$ cat src/rtl/cpu_pkg.sv
// cpu_pkg: shared types and encodings for the multicycle MIPS front end.
//   op_class_t    - decoded instruction class
//   alu_fn_t      - ALU function code handed to the control unit
//   fetch_state_t - fetch sequencer states
//   OPC_* / FN_*  - opcode and R-type funct encodings understood by the decoder
package cpu_pkg;

  typedef enum logic [2:0] {
    CLS_NONE    = 3'd0,
    CLS_RTYPE   = 3'd1,
    CLS_LOAD    = 3'd2,
    CLS_STORE   = 3'd3,
    CLS_BRANCH  = 3'd4,
    CLS_JUMP    = 3'd5,
    CLS_IMM     = 3'd6,
    CLS_ILLEGAL = 3'd7
  } op_class_t;

  typedef enum logic [2:0] {
    ALU_LOAD = 3'd0,
    ALU_ADD  = 3'd1,
    ALU_SUB  = 3'd2,
    ALU_AND  = 3'd3,
    ALU_INC  = 3'd4,
    ALU_NEG  = 3'd5,
    ALU_XOR  = 3'd6,
    ALU_COMP = 3'd7
  } alu_fn_t;

  typedef enum logic [1:0] {
    IDLE = 2'd0,
    WAIT = 2'd1,
    HOLD = 2'd2
  } fetch_state_t;

  localparam logic [5:0] OPC_RTYPE = 6'h00;
  localparam logic [5:0] OPC_J     = 6'h02;
  localparam logic [5:0] OPC_BEQ   = 6'h04;
  localparam logic [5:0] OPC_BNE   = 6'h05;
  localparam logic [5:0] OPC_ADDI  = 6'h08;
  localparam logic [5:0] OPC_LUI   = 6'h0F;
  localparam logic [5:0] OPC_LW    = 6'h23;
  localparam logic [5:0] OPC_SW    = 6'h2B;

  localparam logic [5:0] FN_NOP = 6'h00;
  localparam logic [5:0] FN_JR  = 6'h08;
  localparam logic [5:0] FN_ADD = 6'h20;
  localparam logic [5:0] FN_SUB = 6'h22;
  localparam logic [5:0] FN_AND = 6'h24;
  localparam logic [5:0] FN_XOR = 6'h26;
  localparam logic [5:0] FN_SLT = 6'h2A;

endpackage

$ cat src/rtl/instr_decoder.sv
// instr_decoder: purely combinational class / ALU-function decode of an
// instruction word.
//   instr    in  32  instruction word (taken from the IR, never from memory)
//   op_class out     decoded class
//   alu_fn   out     ALU function
// Optional feature macro: ILLEGAL_TRAP_EN -- when defined, encodings not in
// the table decode to CLS_ILLEGAL; otherwise they decode to CLS_NONE.
module instr_decoder
  import cpu_pkg::*;
(
  input  logic [31:0] instr,
  output op_class_t   op_class,
  output alu_fn_t     alu_fn
);

`ifdef ILLEGAL_TRAP_EN
  localparam op_class_t UNLISTED_CLS = CLS_ILLEGAL;
`else
  localparam op_class_t UNLISTED_CLS = CLS_NONE;
`endif

  logic [5:0] opc;
  logic [5:0] fn;
  // Register/immediate fields play no part in classification.
  logic       unused_fields;

  assign opc           = instr[31:26];
  assign fn            = instr[5:0];
  assign unused_fields = ^instr[25:6];

  always_comb begin
    op_class = CLS_NONE;
    alu_fn   = ALU_LOAD;
    case (opc)
      OPC_RTYPE: begin
        case (fn)
          FN_ADD:  begin op_class = CLS_RTYPE; alu_fn = ALU_ADD;  end
          FN_SUB:  begin op_class = CLS_RTYPE; alu_fn = ALU_SUB;  end
          FN_AND:  begin op_class = CLS_RTYPE; alu_fn = ALU_AND;  end
          FN_XOR:  begin op_class = CLS_RTYPE; alu_fn = ALU_XOR;  end
          FN_SLT:  begin op_class = CLS_RTYPE; alu_fn = ALU_COMP; end
          FN_JR:   begin op_class = CLS_JUMP;  alu_fn = ALU_LOAD; end
          FN_NOP:  begin op_class = CLS_NONE;  alu_fn = ALU_LOAD; end
          default: begin op_class = UNLISTED_CLS; alu_fn = ALU_LOAD; end
        endcase
      end
      OPC_LW:   begin op_class = CLS_LOAD;   alu_fn = ALU_ADD;  end
      OPC_SW:   begin op_class = CLS_STORE;  alu_fn = ALU_ADD;  end
      OPC_BEQ,
      OPC_BNE:  begin op_class = CLS_BRANCH; alu_fn = ALU_SUB;  end
      OPC_J:    begin op_class = CLS_JUMP;   alu_fn = ALU_LOAD; end
      OPC_ADDI: begin op_class = CLS_IMM;    alu_fn = ALU_ADD;  end
      OPC_LUI:  begin op_class = CLS_IMM;    alu_fn = ALU_LOAD; end
      default:  begin op_class = UNLISTED_CLS; alu_fn = ALU_LOAD; end
    endcase
  end

endmodule

$ cat src/rtl/instr_fetch_decode.sv
// instr_fetch_decode: fetch sequencer + instruction register for the
// multicycle MIPS datapath.
//   MEM_LATENCY       memory read latency in clock edges (1..15)
//   clock, reset      rising-edge clock, async active-high reset
//   fetch_req   in    start a fetch (PC already on the address bus)
//   mem_rdata   in    memory read data, sampled only at the capture edge
//   decode_ack  in    control unit consumed the held instruction
//   busy        out   fetch in progress (WAIT)
//   instr_valid out   IR holds an unconsumed instruction (HOLD)
//   instr + fields    IR contents and pure slices of it
//   op_class/alu_fn   decode of the IR
//   illegal     out   held instruction is an unsupported encoding
// Optional feature macro: ILLEGAL_TRAP_EN (handled inside instr_decoder).
module instr_fetch_decode
  import cpu_pkg::*;
#(
  parameter int unsigned MEM_LATENCY = 2
) (
  input  logic        clock,
  input  logic        reset,
  input  logic        fetch_req,
  input  logic [31:0] mem_rdata,
  input  logic        decode_ack,
  output logic        busy,
  output logic        instr_valid,
  output logic [31:0] instr,
  output logic [5:0]  opcode,
  output logic [4:0]  rs,
  output logic [4:0]  rt,
  output logic [4:0]  rd,
  output logic [4:0]  shamt,
  output logic [5:0]  funct,
  output logic [15:0] imm16,
  output logic [25:0] jaddr,
  output op_class_t   op_class,
  output alu_fn_t     alu_fn,
  output logic        illegal
);

  // Counter reloads with MEM_LATENCY-1 so capture lands exactly
  // MEM_LATENCY edges after the request edge.
  localparam logic [3:0] CNT_LOAD = 4'(MEM_LATENCY - 1);

  fetch_state_t state_q, state_d;
  logic [3:0]   cnt_q, cnt_d;
  logic [31:0]  ir_q, ir_d;

  always_ff @(posedge clock or posedge reset) begin
    if (reset) begin
      state_q <= IDLE;
      cnt_q   <= 4'd0;
      ir_q    <= 32'h0;
    end else begin
      state_q <= state_d;
      cnt_q   <= cnt_d;
      ir_q    <= ir_d;
    end
  end

  always_comb begin
    state_d     = state_q;
    cnt_d       = cnt_q;
    ir_d        = ir_q;
    busy        = 1'b0;
    instr_valid = 1'b0;
    case (state_q)
      IDLE: begin
        if (fetch_req) begin
          state_d = WAIT;
          cnt_d   = CNT_LOAD;
        end
      end
      WAIT: begin
        busy = 1'b1;
        if (cnt_q != 4'd0) begin
          cnt_d = cnt_q - 4'd1;
        end else begin
          ir_d    = mem_rdata;
          state_d = HOLD;
        end
      end
      HOLD: begin
        instr_valid = 1'b1;
        // A request without ack is dropped; ack+req chains straight into WAIT.
        if (decode_ack) begin
          if (fetch_req) begin
            state_d = WAIT;
            cnt_d   = CNT_LOAD;
          end else begin
            state_d = IDLE;
          end
        end
      end
      default: state_d = IDLE;
    endcase
  end

  assign instr  = ir_q;
  assign opcode = ir_q[31:26];
  assign rs     = ir_q[25:21];
  assign rt     = ir_q[20:16];
  assign rd     = ir_q[15:11];
  assign shamt  = ir_q[10:6];
  assign funct  = ir_q[5:0];
  assign imm16  = ir_q[15:0];
  assign jaddr  = ir_q[25:0];

  instr_decoder u_dec (
    .instr    (ir_q),
    .op_class (op_class),
    .alu_fn   (alu_fn)
  );

  // Without the trap option the decoder never yields CLS_ILLEGAL, so this is 0.
  assign illegal = instr_valid && (op_class == CLS_ILLEGAL);

endmodule
$ cat config.mk
export PLATFORM = sky130hd
export DESIGN_NAME = instr_fetch_decode
export DESIGN_NICKNAME = d
export VERILOG_FILES = /design/src/rtl/cpu_pkg.sv /design/src/rtl/instr_decoder.sv /design/src/rtl/instr_fetch_decode.sv
export SDC_FILE = /design/constraint.sdc
export NUM_CORES = 1
export LEC_CHECK = 0
export ABC_AREA = 1
export CORE_MARGIN = 3
export CORE_UTILIZATION = 39
export CTS_BUF_LIST = sky130_fd_sc_hd__clkbuf_2
export CTS_CLUSTER_SIZE = 10
export DETAILED_ROUTE_END_ITERATION = 8
export PLACE_DENSITY = 0.84
export SLEW_MARGIN = 20
export SYNTH_ARGS = -nofsm -noshare
export SYNTH_HDL_FRONTEND = slang
export SYNTH_SLANG_ARGS = --single-unit
$ cat constraint.sdc
create_clock -name clock -period 1.48 [get_ports clock]
set_input_delay 0.148 -clock clock [delete_from_list [all_inputs] [get_ports clock]]
set_output_delay 0.148 -clock clock [all_outputs]
set_load 0.02 [all_outputs]
==> metrics.md <==
| Metric | Value |
|---|---|
| Skew-Pair Late Insertion Delay | `370 ps` |
| Crit-path most repeated cell | `nor2_1` |
| # Max-Cap Violations | `0` |
| Ordered list of cells on the worst path | `inv_1 > nor2_1 > nand3_1 > o21ai_2 > nor2_1 > nand2_1 > buf_6` |
| Most frequent cells in the layout | `dlygate4sd2_1, nand2_1, inv_1, dfrtp_1, clkdlybuf4s50_1` |
| HPWL after detailed placement | `4.846 mm` |
| Power per standard cell area | `2465 mW/mm^2` |
| Leakage power | `just over 2 nW` |
| Overall overflow remaining after global route | `0` |
| Clock tree from TritonCTS | `yes` |
| Filler cells | `569` |
| RSZ-0062 raised after global routing | `true` |
| Share of the synthesized netlist area taken by xor and xnor gates | `0.3518%` |
| Count of nets left with antenna violations after detail routing | `0` |
| Post-Synthesis Cells | `313` |
| Total track usage | `16.20%` |
| Core box area | `0.006061 sq mm` |
| Average footprint of a synthesized cell | `7.955 sq um` |
| Hold Path Class | `primary input to async pin` |
| Clock edge transition at the registers on the reported setup and hold paths | `180 ps` |
| Fraction of power consumed by the clock network | `under 10%` |
| Unique masters post-synth | `23` |
| Die Footprint | `between 0.007 and 0.008 sq mm` |
| Seq/Total Area, Yosys | `38.19%` |
| Net switching power | `0.004772 W` |
| Startpoint of the worst-slack reg-to-reg timing path | `cnt_q[0]` |
| Post-route fraction of the period consumed by the critical path | `117.0%` |
| Post-route cell area | `0.003672 sq mm` |
| Post-layout nets | `462` |
| Final setup skew | `20.19 ps` |
| Vias in the first global route | `approximately 2.1k` |
| Slowest cell on crit path | `dfrtp_1` |
| Setup slack after placement | `-322.2 ps` |
| Worst-case clock buffer depth | `2` |
| Maximum ir drop on the vdd rail | `1341 uV` |
| Ratio of cells with drive above 1 in the final layout | `32.08%` |
| CP max stage delay | `420 ps` |
| Effective utilization at floorplan | `41.08%` |
| Time the final worst path needs with I/O delays and setup | `1731 ps` |
| Simple-gate share of the synthesized area | `18.64%` |
| Reg2Reg Setup Slack | `90 ps` |
| Failing checks | `setup timing` |
| Number of sinks driven by the clock tree | `38` |
| Data arrival, critical path | `1580 ps` |
| Worst Path Max Fanout | `3` |
| Number of levels the H-tree was split into | `2` |
| DRC marker count from the first detailed-route iteration | `64` |
| Combinational family with the most area after synthesis | `buffers and inverters` |
| Maximum number of pins on one net before global-route repair | `39` |
| Inst Count DP | `485` |
| Number of antenna violations at the first check in global routing | `0` |
| Total setup violations reported at the end of the flow | `6` |
| Post-detailed-route DRC marker count | `0` |
| Global-route wire length before repair | `9.673 mm` |
| Crit. Startpoint | `instr[29]` |
| Fin. max-slew vios | `0` |
| Final Wtd Congestion | `0.8608` |
| Non-filler cells in the finished layout | `499` |
| Drt total wl | `6.479 mm` |
| Layout overhead on the synthesized area | `47.49%` |
| Number of synthesized register bits | `38` |
| Clock root buffer | `clkbuf_2` |
| Multiplexer fraction of the synthesized cell area | `0%` |
| Num CTS Buffers | `5` |
| CP endpoint kind | `output port` |
| Hold_buf cts | `0` |
| Per-cell via count in the routed design | `4.479` |
| Pre-antenna DRT Iters | `4` |
| Area fraction in compound gates after synthesis | `9.749%` |
| Final core utilization | `60.59%` |
| Comb power frac | `72.7%` |
| Post-synthesis instance area | `~0.0025 sq mm` |
| Average routed wire per standard cell | `12.98 um` |
| Number of vias after detailed routing | `2235` |
| Die outline width | `85.90 um` |
| Internal power contribution | `0.004279 W` |
| Standard-cell row count | `28` |
| Placement Cell Area | `0.003712 sq mm` |
| Most common library cell in the layout ignoring fill and taps | `dlygate4sd2_1` |
| Share of synthesized cell area in full adder, half adder and majority cells | `0.5025%` |
| Die Y | `85.90 um` |
| Switching part of the total | `52.72%` |
| Worst setup path category | `register to output port` |
| Post-synth net total | `350` |
| CP startpoint kind | `register` |
| Relative contribution of sequential cells to total power | `between 20% and 30%` |
| Data required, critical path | `about 1300 ps` |
| Worst hold slack | `around 96 ps` |
| Ant diodes | `0` |
| Number of warning messages in the yosys log | `0` |
| Number of I/O pins | `151` |
| FMAX | `0.5776 GHz` |
| Slack of the critical path | `-251.2 ps` |
| Run status | `complete, but fails checks` |
| I/O Buffers | `149` |
| Number of failing hold endpoints at the final stage | `0` |
state kept, by name (all words and copies together) (netlist names):
signal,cells
instr,32
state_q,2
cnt_q,4
worst max-delay path: cells and delay by family, from the launching register on:
| kind | cells | cell delay, ps |
|---|---|---|
| flip-flops | 1 | 420 |
| AND/OR/NAND/NOR | 4 | 500 |
| buffers and inverters | 2 | 210 |
| AO/OA/AOI/OAI | 1 | 100 |
metrics by stage:
stage	power [W]	setup TNS [ps]
floorplan	0.006881	0
global placement	0.009224	-1384
detailed placement	0.009436	-1711
CTS	0.008916	-1284
global route	0.009673	-2050
finish	0.009051	-1302
kinds of logic after synthesis:
| group | count (synthesis) |
|---|---|
| and+or+nand+nor | 110 |
| DFF | 38 |
| other | 1 |
| buffers and inverters | 127 |
| xor gates and xnor gates | 1 |
| adders and majority gates | 1 |
| AOI/OAI and AO/OA | 35 |
layout make-up:
type	count	area, sq um	area share, %
timing repair buffer	187	1594	43.41
tap	75	93.84	2.555
clock inverter	1	3.754	0.1022
sequential	38	954.7	26.00
inverter	45	171.4	4.668
clock buffer	5	25.02	0.6814
multi-input combinational	148	829.5	22.59
synth_stat cells, drive strengths merged:
master | number | share of area [%]
nand3 | 16 | 3.4
xor2 | 1 | 0.35
ha | 1 | 0.50
nand4 | 2 | 0.50
conb | 1 | 0.15
buf | 81 | 25
a21oi | 11 | 3.6
clkbuf | 1 | 0.15
inv | 45 | 6.8
dfrtp | 38 | 38
nor2 | 36 | 6.2
nand2 | 55 | 8.3
o21ai | 24 | 6.2
nor3 | 1 | 0.20
metal layers:
metal	GRT usage [%]	part of all wire, %
met1	17.14	36
met2	31.46	56
met3	4.035	6.9
met4	4.173	1.8
met5	0	0
power groups by stage:
stage               Combinational [W]  Clock (W)  Sequential [W]
CTS                           0.00644   0.000440         0.00203
detailed placement            0.00736          0         0.00208
floorplan                     0.00426          0         0.00262
finish                        0.00658   0.000396         0.00207
global placement              0.00719          0         0.00203
global route                  0.00705   0.000465         0.00216
timing repair:
action | CTS | global route
setup endpoints to repair | 114 | 72
endpoints found under the hold margin | 0 | 0
resized for setup | 170 | 82
buffers inserted | 3 | 5
pin swaps | 4 | 8
worst paths after layout:
check | end | depth (start not counted)
hold / removal | instr[25] | 3
setup reg to reg | instr[27] | 6
min in group clock | instr[17] | 3
max in group asynchronous | instr[1] | 3
setup / recovery | op_class[2] | 7
hold reg to reg | cnt_q[0] | 2
Power figures use the tool's default switching activity.
==> RTL edit 1, RTL diff (same flow settings) <==
Add a define of `ILLEGAL_TRAP_EN`.
--- a/src/rtl/instr_decoder.sv
+++ b/src/rtl/instr_decoder.sv
@@ -6,4 +6,6 @@
 // Optional feature macro: ILLEGAL_TRAP_EN -- when defined, encodings not in
 // the table decode to CLS_ILLEGAL; otherwise they decode to CLS_NONE.
+`define ILLEGAL_TRAP_EN
+
 module instr_decoder
   import cpu_pkg::*;
Formal check against the unedited RTL: not equivalent (Yosys sat finds a counterexample within 4 cycles, from zero or initial values and one cycle with reset high).
==> RTL edit 1 against the original RTL <==
  * The flow still finishes with violations (setup timing)
  * Hold slack better by 4.8 ps
  * Non-clock buffer count up 5
  * Combinational power up 7.0%
  * Sequential cell count unchanged
  * Routed wire length down 4.8%
  * Critical endpoint is now op_class[0]
  * Area after synthesis down 1.2%
  * Power up 6.0%
  * Count of clock-buffer cells in the layout up 2
  * Design area up 3.3%
  * Cell count down 8.6%
  * Setup slack worse by 230 ps
  * Sequential power up 2%
==> RTL edit 1: results (changes against the original RTL) <==
metric,value,unit,change
cp_slowest_cell,dfrtp_2,,
cp.arrival,1810,ps,+230 ps
failed_checks,setup timing,,
synth_seq_area_share,0.386,,+0.00447
grt_util_all_layers,0.164,,+0.00159
clock_skew,9.69,ps,-10.5 ps
peakVddDrop,1.57,mV,+17%
wl_met1,2.36,mm,+2.5%
syn_area_per_cell,9.47,um^2,+19%
postLayoutSetupSlackWorst,-482,ps,-231 ps
port_buffers,150,,+0.67%
nets,418,,-9.5%
gr-usage-met1,0.181,,+0.00998
via_per_inst,4.50,,+0.42%
placed_cells,440,,-9.3%
grtUsageMet2,0.304,,-0.0103
dpl_cell_area,3780,um^2,+1.9%
synth_area_leaders,"dfrtp_1, buf_4, mux2_4, nor2_1, inv_1",,
drive_gt1_frac,0.362,,+0.0415
setup_viol,7,,+1
wl_met3,533,um,+20%
status,"finished, violations left",,
leakage,1.97,nW,-3.0%
post_drt_wl_per_cell,13.5,um,+4.2%
drt_iter0_markers,43,,-33%
-- RTL edit 1: cell types whose count changed after synthesis, moves of 2 or more --
cell / delta
nor2_2: -4
buf_6: -2
mux2_4: +23
o21ai_0: -6
a21oi_1: +10
o21ai_1: -4
inv_1: -21
o21ai_2: -9
a21oi_2: -9
nand2_1: -35
nor2_1: +2
-- RTL edit 1: area by class of cell --
type                            instances  area, um^2
Fill cell                             523        2230
Timing Repair Buffer                  192        1700
Sequential cell                        38         957
Multi-Input combinational cell        121         918
Tap cell                               75        93.8
Inverter                               23        86.3
Clock buffer                            7        35.0
-- RTL edit 1: path summary, 6_finish.rpt --
| check | end | cells after the start |
|---|---|---|
| max in group asynchronous | instr[5] | 3 |
| worst max register to register | instr[7] | 5 |
| worst min register to register | cnt_q[3] | 2 |
| worst min-delay path | instr[19] | 3 |
| min in group clock | instr[29] | 3 |
| worst max-delay path | op_class[0] | 9 |
-- RTL edit 1: logic make-up after synthesis --
group | count (synthesis) | synth area share
compound gates | 18 | 0.0376
fa+ha+maj | 1 | 0.00508
buf+inv | 101 | 0.276
flops | 38 | 0.386
mux | 24 | 0.145
simple gates | 78 | 0.150
-- RTL edit 1: stage by stage --
stage	hold WS, ps	worst slack [ps]	utilization	power, mW
6_report	101	-482	0.630	9.60
5_1_grt	75.0	-629	0.630	10.2
4_1_cts	81.0	-468	0.631	9.59
3_5_place_dp	522	-524	0.628	9.96
3_3_place_gp	515	-429	0.628	9.78
2_1_floorplan	297	-22.5	-	7.27
-- RTL edit 1: power breakdown --
group          switching [mW]  internal [mW]
clock                   0.313          0.123
combinational            3.86           3.18
sequential              0.545           1.58
-- RTL edit 1: what timing repair did --
action,in CTS,in global routing
pin swaps,10,9
gates resized for setup,179,46
buffers inserted,3,6
gates cloned,1,0
endpoints found under the setup margin,139,69
==> RTL edit 2, RTL diff (same settings) <==
Made on the original files. Encoding of `fetch_state_t`: now one-hot (3 bits for 3 states).
--- a/src/rtl/cpu_pkg.sv
+++ b/src/rtl/cpu_pkg.sv
@@ -28,8 +28,8 @@
   } alu_fn_t;
 
-  typedef enum logic [1:0] {
-    IDLE = 2'd0,
-    WAIT = 2'd1,
-    HOLD = 2'd2
+  typedef enum logic [2:0] {
+    IDLE = 3'b001,
+    WAIT = 3'b010,
+    HOLD = 3'b100
   } fetch_state_t;
 
Behaviour: same outputs for any inputs over 10 cycles, from zero or initial values and one cycle with reset high; not proved beyond that.
==> RTL edit 2 against the original RTL <==
  * The flow still finishes with violations (setup timing)
  * Area after synthesis grew 3.1%
  * Cell count increased by 5.6%
  * Routed wire length increased by 21%
  * Sequential cell count rose by 1
  * Setup slack worse by 8.8 ps
  * Power up 15%
  * Clock skew shrank 2.1 ps
  * Sequential share of layout area is 2.1 points lower
  * Hold slack lost 49 ps
  * Register-to-register slack lost 90 ps
  * Non-clock buffer count rose by 16
  * Design area is 12% higher
  * Critical path type unchanged
  * Critical endpoint is now alu_fn[0]
==> RTL edit 2: results (changes against the original RTL) <==
metric,value,unit,change
status,"finished, violations left",,
failed_checks,setup timing,,
wl_met2,4.39,mm,+21%
wl_met3,422,um,-5.2%
clkTransAtPathRegs,210,ps,+30 ps
grt_max_degree,23,,-41%
gr-usage-met1,0.218,,+0.0469
worstSkewPairLatency,390,ps,+20 ps
antenna_found_initial,0,,unchanged
placed_cells,501,,+3.3%
postLayoutSetupSlackWorst,-260,ps,-8.79 ps
rr_startpoint,state_q[0],,
peakVddDrop,1.40,mV,+4.7%
synthArstFlopShare,1.00,,unchanged
grt_pass1_vias,2503,,+22%
clock_skew,18.0,ps,-2.15 ps
min_path_type,input port to asynchronous set/reset pin,,
nets,488,,+5.6%
drive_gt1_frac,0.369,,+0.0487
post_drt_wl_per_cell,14.9,um,+15%
dpl_cell_area,3840,um^2,+3.5%
grt_pass1_wl,11.9,mm,+23%
port_buffers,149,,unchanged
synth_commonest_cells,"nand2_1, buf_4, dfrtp_1, nand3_1, nor2_1",,
syn_inst,324,,+3.5%
reg2reg_depth,9,,+3
reg2reg_to,instr[4],,
synth_seq_area_share,0.381,,-0.00112
post-place-ws,-281,ps,+41.1 ps
setup_viol,8,,+2
gp_congestion,0.963,,+12%
dpl.hpwl,5.28,mm,+8.9%
drt_iter0_markers,82,,+28%
leakage,2.16,nW,+6.1%
cts_root_buf,clkbuf_2,,
critPathTopFamily,flip-flops,,
fin_tns_setup,-1400,ps,-99.7 ps
switchingPower,5.36,mW,+12%
synth_area_leaders,"dfrtp_1, buf_4, nand2_1, nand3_1, nor2_1",,
r2r_slack,0,ps,-90 ps
gr-usage-met3,0.0426,,+0.00223
cp-startpoint,instr[31],,
critical_path.max_stage_delay,440,ps,+20 ps
grtUsageMet2,0.375,,+0.0608
critPathCapture,alu_fn[0],,
synthDistinctLibCells,26,,+13%
wl_met1,2.92,mm,+27%
grt_util_all_layers,0.195,,+0.0333
stdcell_count,527,,+5.6%
via_per_inst,4.67,,+4.3%
syn_nets,361,,+3.1%
path_max_fanout,4,,+1
hold_slack,46.9,ps,-48.9 ps
-- RTL edit 2: changes by cell type in the layout (fill, tap and decap cells not counted), sizes merged, moves of 2 or more --
cell and change:
o21a +2, nand3 +23, nor2 -2, clkinv +2, clkbuf -4, nand2 +27, buf +23, o21ai -23
dlygate4sd2 -5, inv -25, nand3b +3, clkdlybuf4s15 +2
-- RTL edit 2: cells by family (layout without fill, tap and decap cells) --
| logic type | count (synthesis) | in the layout | share of synthesized area |
|---|---|---|---|
| xor+xnor | 1 | 1 | 0.00341 |
| other cells | 1 | 1 | 0.00146 |
| buf+inv | 104 | 232 | 0.272 |
| compound gates | 15 | 15 | 0.0463 |
| flops | 39 | 39 | 0.381 |
| fa+ha+maj | 1 | 1 | 0.00487 |
| simple gates | 163 | 163 | 0.292 |
-- RTL edit 2: worst register-to-register path: stages (launching register included) --
cell,delay [ps]
dfstp_2,590
buf_6,110
inv_4,30
nand2_4,70
nor2_8,40
buf_8,140
nand2_8,130
buf_12,160
nor2_4,40
a21oi_2,100
-- RTL edit 2: power by group through the flow --
stage / clock network (mW) / logic, mW / registers (mW)
CTS: 0.652 / 7.16 / 2.13
finish: 0.631 / 7.59 / 2.20
floorplan: 0 / 4.39 / 2.73
global route: 0.695 / 8.09 / 2.30
global placement: 0 / 7.63 / 2.13
detailed placement: 0 / 7.77 / 2.19
-- RTL edit 2: repair_timing --
action | 4_1_cts | 5_1_grt
gates resized for setup | 210 | 99
pin swaps | 7 | 14
cloned | 2 | 2
setup endpoints to repair | 118 | 68
setup buffers | 11 | 5
-- RTL edit 2: cell type report --
cell class,instances,area [um^2]
fillers,517,2030
repair buffers,203,1830
multi-input cells,181,1050
flip-flops and latches,39,981
well taps,75,93.8
inverters,21,83.8
clock inverters,3,38.8
clock buffers,5,25.0
